$ cat src/rtl/polilobinho_pkg.sv
// Shared definitions for the polilobinho game: control FSM state codes and
// the default auto-advance timeout.
package polilobinho_pkg;

   localparam int unsigned ESTADO_W              = 4;
   localparam int unsigned TIMEOUT_CICLOS_PADRAO = 1000;

   typedef enum logic [ESTADO_W-1:0] {
      INICIAL        = 4'd0,
      PREPARA        = 4'd1,
      CARREGA        = 4'd2,
      NOITE_MOSTRA   = 4'd3,
      NOITE_ACAO     = 4'd4,
      NOITE_PROX     = 4'd5,
      NOITE_ESPERA   = 4'd6,
      AVALIA         = 4'd7,
      VERIFICA_NOITE = 4'd8,
      DIA_VOTO       = 4'd9,
      DIA_VOTA       = 4'd10,
      DIA_CHECA      = 4'd11,
      DIA_ELIMINA    = 4'd12,
      VERIFICA_DIA   = 4'd13,
      FIM_LOBO       = 4'd14,
      FIM_ALDEIA     = 4'd15
   } estado_t;

endpackage

$ cat src/rtl/unidade_controle.sv
// Game control unit: Moore FSM sequencing setup, night actions, day vote
// and end-of-game for the polilobinho datapath.
//
// Ports:
//   clock, rst_global_n          clock, synchronous active-low reset
//   iniciar, confirma            button pulses
//   CJ_fim, jogador_vivo, votou,
//   acertou, sinal_lobo_ganhou   datapath status
//   rst_global ... morra         datapath controls (active-high)
//   lobo_venceu, aldeia_venceu   end-of-game flags
//   db_estado                    current state code
//
// Optional feature: define CONTROLE_TIMEOUT_EN to auto-advance NOITE_MOSTRA
// and DIA_VOTO after TIMEOUT_CICLOS idle cycles.
module unidade_controle
   import polilobinho_pkg::*;
#(
   parameter int unsigned TIMEOUT_CICLOS = TIMEOUT_CICLOS_PADRAO
) (
   input  logic                clock,
   input  logic                rst_global_n,
   input  logic                iniciar,
   input  logic                confirma,
   input  logic                CJ_fim,
   input  logic                jogador_vivo,
   input  logic                votou,
   input  logic                acertou,
   input  logic                sinal_lobo_ganhou,
   output logic                rst_global,
   output logic                zera_CS,
   output logic                zera_CJ,
   output logic                inc_seed,
   output logic                e_seed_reg,
   output logic                inc_jogador,
   output logic                mostra_classe,
   output logic                processar_acao,
   output logic                avaliar_eliminacao,
   output logic                voto,
   output logic                morra,
   output logic                lobo_venceu,
   output logic                aldeia_venceu,
   output logic [ESTADO_W-1:0] db_estado
);

   estado_t estado, prox;
   logic    expirou;

   // State register
   always_ff @(posedge clock) begin
      if (!rst_global_n) estado <= INICIAL;
      else               estado <= prox;
   end

`ifdef CONTROLE_TIMEOUT_EN
   localparam int unsigned CNT_W = (TIMEOUT_CICLOS > 1) ? $clog2(TIMEOUT_CICLOS) : 1;
   logic [CNT_W-1:0] cnt;

   // Counts cycles spent in a waiting state; any state change clears it
   always_ff @(posedge clock) begin
      if (!rst_global_n)
         cnt <= '0;
      else if ((estado == NOITE_MOSTRA || estado == DIA_VOTO) && prox == estado)
         cnt <= cnt + CNT_W'(1);
      else
         cnt <= '0;
   end

   assign expirou = (cnt == CNT_W'(TIMEOUT_CICLOS - 1));
`else
   logic unused_timeout;
   assign unused_timeout = ^TIMEOUT_CICLOS;
   assign expirou        = 1'b0;
`endif

   // Seed counter clear follows the external reset only, never PREPARA
   assign zera_CS   = !rst_global_n;
   assign db_estado = estado;

   // Next state and state-decoded controls
   always_comb begin
      prox               = estado;
      rst_global         = 1'b0;
      zera_CJ            = 1'b0;
      inc_seed           = 1'b0;
      e_seed_reg         = 1'b0;
      inc_jogador        = 1'b0;
      mostra_classe      = 1'b0;
      processar_acao     = 1'b0;
      avaliar_eliminacao = 1'b0;
      voto               = 1'b0;
      morra              = 1'b0;
      lobo_venceu        = 1'b0;
      aldeia_venceu      = 1'b0;

      case (estado)
         INICIAL, FIM_LOBO, FIM_ALDEIA: begin
            inc_seed      = 1'b1;
            lobo_venceu   = (estado == FIM_LOBO);
            aldeia_venceu = (estado == FIM_ALDEIA);
            if (iniciar) prox = PREPARA;
         end
         PREPARA: begin
            rst_global = 1'b1;
            zera_CJ    = 1'b1;
            prox       = CARREGA;
         end
         CARREGA: begin
            e_seed_reg = 1'b1;
            prox       = NOITE_ESPERA;
         end
         NOITE_ESPERA: prox = NOITE_MOSTRA;
         NOITE_MOSTRA: begin
            mostra_classe = 1'b1;
            // Dead players and timeouts skip straight past the action
            if (!jogador_vivo || expirou) prox = NOITE_PROX;
            else if (confirma)            prox = NOITE_ACAO;
         end
         NOITE_ACAO: begin
            processar_acao = 1'b1;
            prox           = NOITE_PROX;
         end
         NOITE_PROX: begin
            if (CJ_fim) prox = AVALIA;
            else begin
               inc_jogador = 1'b1;
               prox        = NOITE_ESPERA;
            end
         end
         AVALIA: begin
            avaliar_eliminacao = 1'b1;
            zera_CJ            = 1'b1;
            prox               = VERIFICA_NOITE;
         end
         VERIFICA_NOITE: prox = sinal_lobo_ganhou ? FIM_LOBO : DIA_VOTO;
         DIA_VOTO: begin
            // Timeout counts as abstention: no elimination this day
            if (expirou)       prox = VERIFICA_DIA;
            else if (confirma) prox = DIA_VOTA;
         end
         DIA_VOTA: begin
            voto = 1'b1;
            prox = DIA_CHECA;
         end
         DIA_CHECA: begin
            if (!votou)       prox = DIA_VOTO;
            else if (acertou) prox = FIM_ALDEIA;
            else              prox = DIA_ELIMINA;
         end
         DIA_ELIMINA: begin
            morra = 1'b1;
            prox  = VERIFICA_DIA;
         end
         VERIFICA_DIA: begin
            if (sinal_lobo_ganhou) prox = FIM_LOBO;
            else begin
               zera_CJ = 1'b1;
               prox    = NOITE_ESPERA;
            end
         end
         default: prox = INICIAL;
      endcase
   end

endmodule

$ cat config.mk
export PLATFORM = sky130hd
export DESIGN_NAME = unidade_controle
export DESIGN_NICKNAME = d
export VERILOG_FILES = /design/src/rtl/polilobinho_pkg.sv /design/src/rtl/unidade_controle.sv
export SDC_FILE = /design/constraint.sdc
export NUM_CORES = 1
export LEC_CHECK = 0
export CAP_MARGIN = 20
export CORE_AREA = 2 2 39 41
export DETAILED_ROUTE_END_ITERATION = 6
export DIE_AREA = 0 0 41 43
export PLACE_DENSITY = 0.88
export SKIP_CTS_REPAIR_TIMING = 1
export SYNTH_ARGS = -nofsm -noshare
export SYNTH_HDL_FRONTEND = slang
export SYNTH_SLANG_ARGS = --single-unit
$ cat constraint.sdc
create_clock -name clock -period 3.9 [get_ports clock]
set_clock_uncertainty 0.15 [all_clocks]
set_input_delay 0.39 -clock clock [delete_from_list [all_inputs] [get_ports clock]]
set_output_delay 0.39 -clock clock [all_outputs]
set_load 0.03 [all_outputs]
Word-level counts from Yosys, hierarchy flattened
Cells that the tools add are included.
Widths: inputs -> output; s select.

operators by class
  equal/unequal tests = 18
  reductions and logical operators = 5
  muxes and demuxes = 24

operator list
  operator            count
  $pmux 4 s14         1
  $eq 4x4->1 const B  8
  $mux 4              5
  $eq 4x3->1 const B  4
  $mux 1              14
  $eq 4x2->1 const B  2
  $mux 3              2
  $eq 4x1->1 const B  1
  $logic_not 4->1     1
  $ne 2x2->1 const B  2
  $ne 3x3->1 const B  1
  $reduce_and 3->1    1
  $reduce_or 3->1     1
  $mux 2              1
  $pmux 1 s2          1
  $reduce_or 2->1     1
  $logic_not 1->1     1

word-level totals
  input bits = 9
  flip-flop bits (word level) = 4

Longest topological paths before layout
  word-level depth = 4
  depth in mapped cells = 6
  depth with buffers taken out = 4

Worst setup path before layout
No wires, ideal clock.

  kind = flip-flop to output port
  from = register estado[2] (netlist: db_estado[2])
  to = output inc_seed
  setup slack = 1.745 ns
  stages on the path, launching flop included = 4
  buffers on the path = 1
  data required time = 3.360 ns
  data arrival time = 1.615 ns
  cell sequence = dfxtp_1 > or2_1 > clkbuf_1 > o31ai_1

on the way
  word-level cells in the longest chain between the ends = 3

ends and longest elaborated chain
  item                                                  line                    text
  start: declaration                                    unidade_controle.sv:45  estado_t estado, prox;
  start signal: assignment                              unidade_controle.sv:51  else estado <= prox;
  $eq 4x4->1 / $logic_not 4->1 (equally long branches)  unidade_controle.sv:95  case (estado)
  $reduce_or 3->1 (*)                                   unidade_controle.sv:95
  $mux 1 (*)                                            unidade_controle.sv:95
  end: declaration                                      unidade_controle.sv:32  output logic inc_seed,

Mark *: on every way between the ends. The rest lies on a longest branch, timed or not.

Final worst setup path
  from = register estado[1] (netlist: db_estado[1])
  to = output zera_CJ

on the way
  word-level cells in the longest chain between the ends = 3

ends and longest elaborated chain
  item                                             line                    text
  $eq 4x3->1 / $eq 4x1->1 (equally long branches)  unidade_controle.sv:95
  $reduce_or 2->1 (no line)                        n/a
  $pmux 1 s2 (*)                                   unidade_controle.sv:95
  end: declaration                                 unidade_controle.sv:31  output logic zera_CJ,

Marks and branches as above.

==> flow_metrics.py <==
metrics = {
    "placement": {
        "io_buffers": 25,
        "placed_cell_area_um2": 740.7,
        "place_ws_ns": 1.404,
        "dp_cells": 113,
        "place_congestion": 0.7599,
        "detailed_place_hpwl_um": 1037,
    },
    "critical_path": {
        "reg2reg_depth": 4,
        "crit_top_cell": "and2_1",
        "arrival_ns": 2.22,
        "reg2reg_from": "db_estado[0]",
        "rrSetupSlack_ns": 2.02,
        "required_ns": 3.36,
        "crit_path_max_incr_delay_ns": 0.77,
        "critPathTopFamily": "flip-flops",
        "critPathCaptureType": "output port",
        "worst_setup_path_start_kind": "flop",
        "r2r-end": "db_estado[0]",
        "cp_max_fo": 23,
        "cpMaxStageDelayCell": "dfxtp_1",
        "crit_type": "reg -> out",
        "cp_num_buf_inv": 1,
        "path_cells": "and2_1 > nor2_1 > o32ai_1 > and2_1 > clkdlybuf4s50_1",
    },
    "power": {
        "p_seq_share_pct": 31.6,
        "p_per_area_nw_per_um2": 222.8,
        "switching_share_pct": 35.09,
        "p_leak_nw": 0.2427,
        "comb_power_share_pct": 39.5,
        "p_int_mw": 0.1104,
        "p_sw_mw": 0.05966,
        "p_clk_share_pct": 29.0,
        "irDropWorstVdd_uv": 127.2,
        "power_mw": 0.1700,
    },
    "cts": {
        "clk_latency_ns": 0.23,
        "cts_inserted_buffers": 3,
        "cts_sinks": 4,
        "htree_levels": 1,
        "clock_path_buffers": 2,
        "clockRootBuffer": "clkbuf_4",
        "clk_pin_slew_ns": 0.04,
        "cts_tree": "done",
    },
    "sta": {
        "whs_ns": 0.5921,
        "tns_ns": 0,
        "period_minus_slack_ns": 2.756,
        "relSlewSlack_pct": 52.62,
        "fmax_ghz": 0.3628,
        "worst_slack_ns": 1.144,
        "slew_violations": 0,
        "post-route-period-util_pct": 70.68,
        "rsz0062_at_grt": "no",
        "finalHoldViolations": 0,
        "tightest_slew_ns": 0.7097,
        "finalSetupViolations": 0,
    },
    "global_route": {
        "grt_usage_pct": 17.95,
        "grt_max_degree": 24,
        "first_global_vias": 560,
        "grt_pass1_wl_um": 2187,
        "grt_antenna_before_repair": 0,
        "grt_overflow_total": 0,
    },
    "synth": {
        "synth_top_cell_by_area": "dfxtp_1",
        "synth_edf_count": 0,
        "yosysMostFrequentCell": "nor2_1",
        "yosysWarnings": 0,
        "syn_inst": 79,
        "synth_area_um2": 506.7,
        "synth_area_per_cell_um2": 6.414,
        "ys_types": 30,
        "synthFlopType": "dfxtp_1",
        "yosys.area.top_type_share_pct": 15.80,
        "synth-seq-cells": 4,
        "synth_fp_nets": 88,
        "synth-async-reset-ratio_pct": 0,
        "seq_area_frac_synth_pct": 15.80,
        "synthTopCellsByArea": "dfxtp_1 (16%), nor2_1 (8.9%), a21oi_1 (6.9%)",
        "netlist_top_cells_count": "nor2_1 (12), a21oi_1 (7)",
    },
    "floorplanning": {
        "die_h_um": 43,
        "coreArea_um2": 1384,
        "ioPinCount": 26,
        "initial_utilization_pct": 36.62,
        "die_area_um2": 1763,
        "die_w_um": 41,
        "rows": 14,
    },
    "drt": {
        "dr.pass1.iters": 4,
        "via_per_inst": 5.629,
        "vias": 653,
        "routedWlPerCell_um": 12.28,
        "drt-initial-drc-count": 8,
        "ant_nets": 0,
        "drc_errors": 0,
        "routed_wl_um": 1424,
    },
    "worst_hold_path": {
        "holdPathEnd": "db_estado[3]",
        "hp-start": "db_estado[3]",
        "holdPathStages": 2,
        "holdCritPathClass": "reg -> reg",
    },
    "final_layout": {
        "fin_util_pct": 55.15,
        "layout-drive-gt1-share_pct": 4.000,
        "largest_reg_flops": 4,
        "fin_nets": 111,
        "postLayoutCellArea_um2": 763.2,
        "stdcell_count": 116,
        "synthToLayoutAreaGrowth_pct": 50.62,
        "n_antenna_cell": 0,
    },
    "flow_run": {
        "cap_viol_max_count": 0,
    },
    "run_status": {
        "run_status": "completed",
    },
}
## placed cells by master, fill, tap and decap left out
master and count:
a21oi_1 7, o21ai_1 1, or2_1 1, a211oi_1 1, a311oi_2 1, and2_1 3
clkdlybuf4s50_1 25, nor4b_1 1, or2b_1 2, nor4_1 1, o22ai_1 1, clkbuf_4 3
o32ai_1 2, o221ai_1 2, o21ai_0 4, dfxtp_1 4, nand3_1 3, nand2b_1 5
and4b_1 1, o31ai_1 1, inv_1 2, nor2_1 12, nor3_1 5, nand2_1 5
or3b_1 1, nand3b_1 2, a31oi_1 1, nor2b_1 1, o21a_1 2
## worst reg2reg max path, stage by stage (launching register included)
cell	delay [ns]
dfxtp_1	0.72
or3b_1	0.41
a21oi_1	0.13
o22ai_1	0.12
a311oi_2	0.27
## power groups by stage
| stage | clock (mW) | sequential (mW) | combinational (mW) |
|---|---|---|---|
| 3_5_place_dp | 0 | 0.0540 | 0.0671 |
| 5_1_grt | 0.0545 | 0.0546 | 0.0719 |
| 3_3_place_gp | 0 | 0.0535 | 0.0668 |
| 6_report | 0.0493 | 0.0537 | 0.0671 |
| 4_1_cts | 0.0529 | 0.0534 | 0.0673 |
| 2_1_floorplan | 0 | 0.0494 | 0.0448 |
## cell type report
| type | count | area [um^2] |
|---|---|---|
| Clock buffer | 3 | 22.52 |
| Inverter | 2 | 7.507 |
| Multi-Input combinational cell | 66 | 382.9 |
| Tap cell | 16 | 20.02 |
| Sequential cell | 4 | 80.08 |
| Fill cell | 144 | 620.6 |
| Timing Repair Buffer | 25 | 250.2 |
## routing by layer
| metal | global-route usage, % | routed length [um] |
|---|---|---|
| met2 | 30.00 | 705 |
| met3 | 2.094 | 90 |
| met1 | 19.55 | 616 |
| met5 | 0 | 0 |
| met4 | 12.00 | 12 |
## kinds of logic (layout without fill, tap and decap cells)
kind of cell,count (synthesis),after routing,synth area share [%]
flip-flops,4,4,15.80
buffers and inverters,9,30,8.642
AO/OA/AOI/OAI,23,23,30.12
AND/OR/NAND/NOR,43,43,45.43
## worst max-delay path by stage
stage,start,endpoint,cells past startpoint
final,db_estado[1],zera_CJ,5
after global routing,db_estado[1],zera_CJ,5
after CTS,db_estado[1],zera_CJ,5
after detailed placement,sinal_lobo_ganhou,zera_CJ,4
after global placement,sinal_lobo_ganhou,zera_CJ,4
after floorplan,db_estado[2],inc_seed,3
No activity file was read; power rests on OpenSTA's default activity.
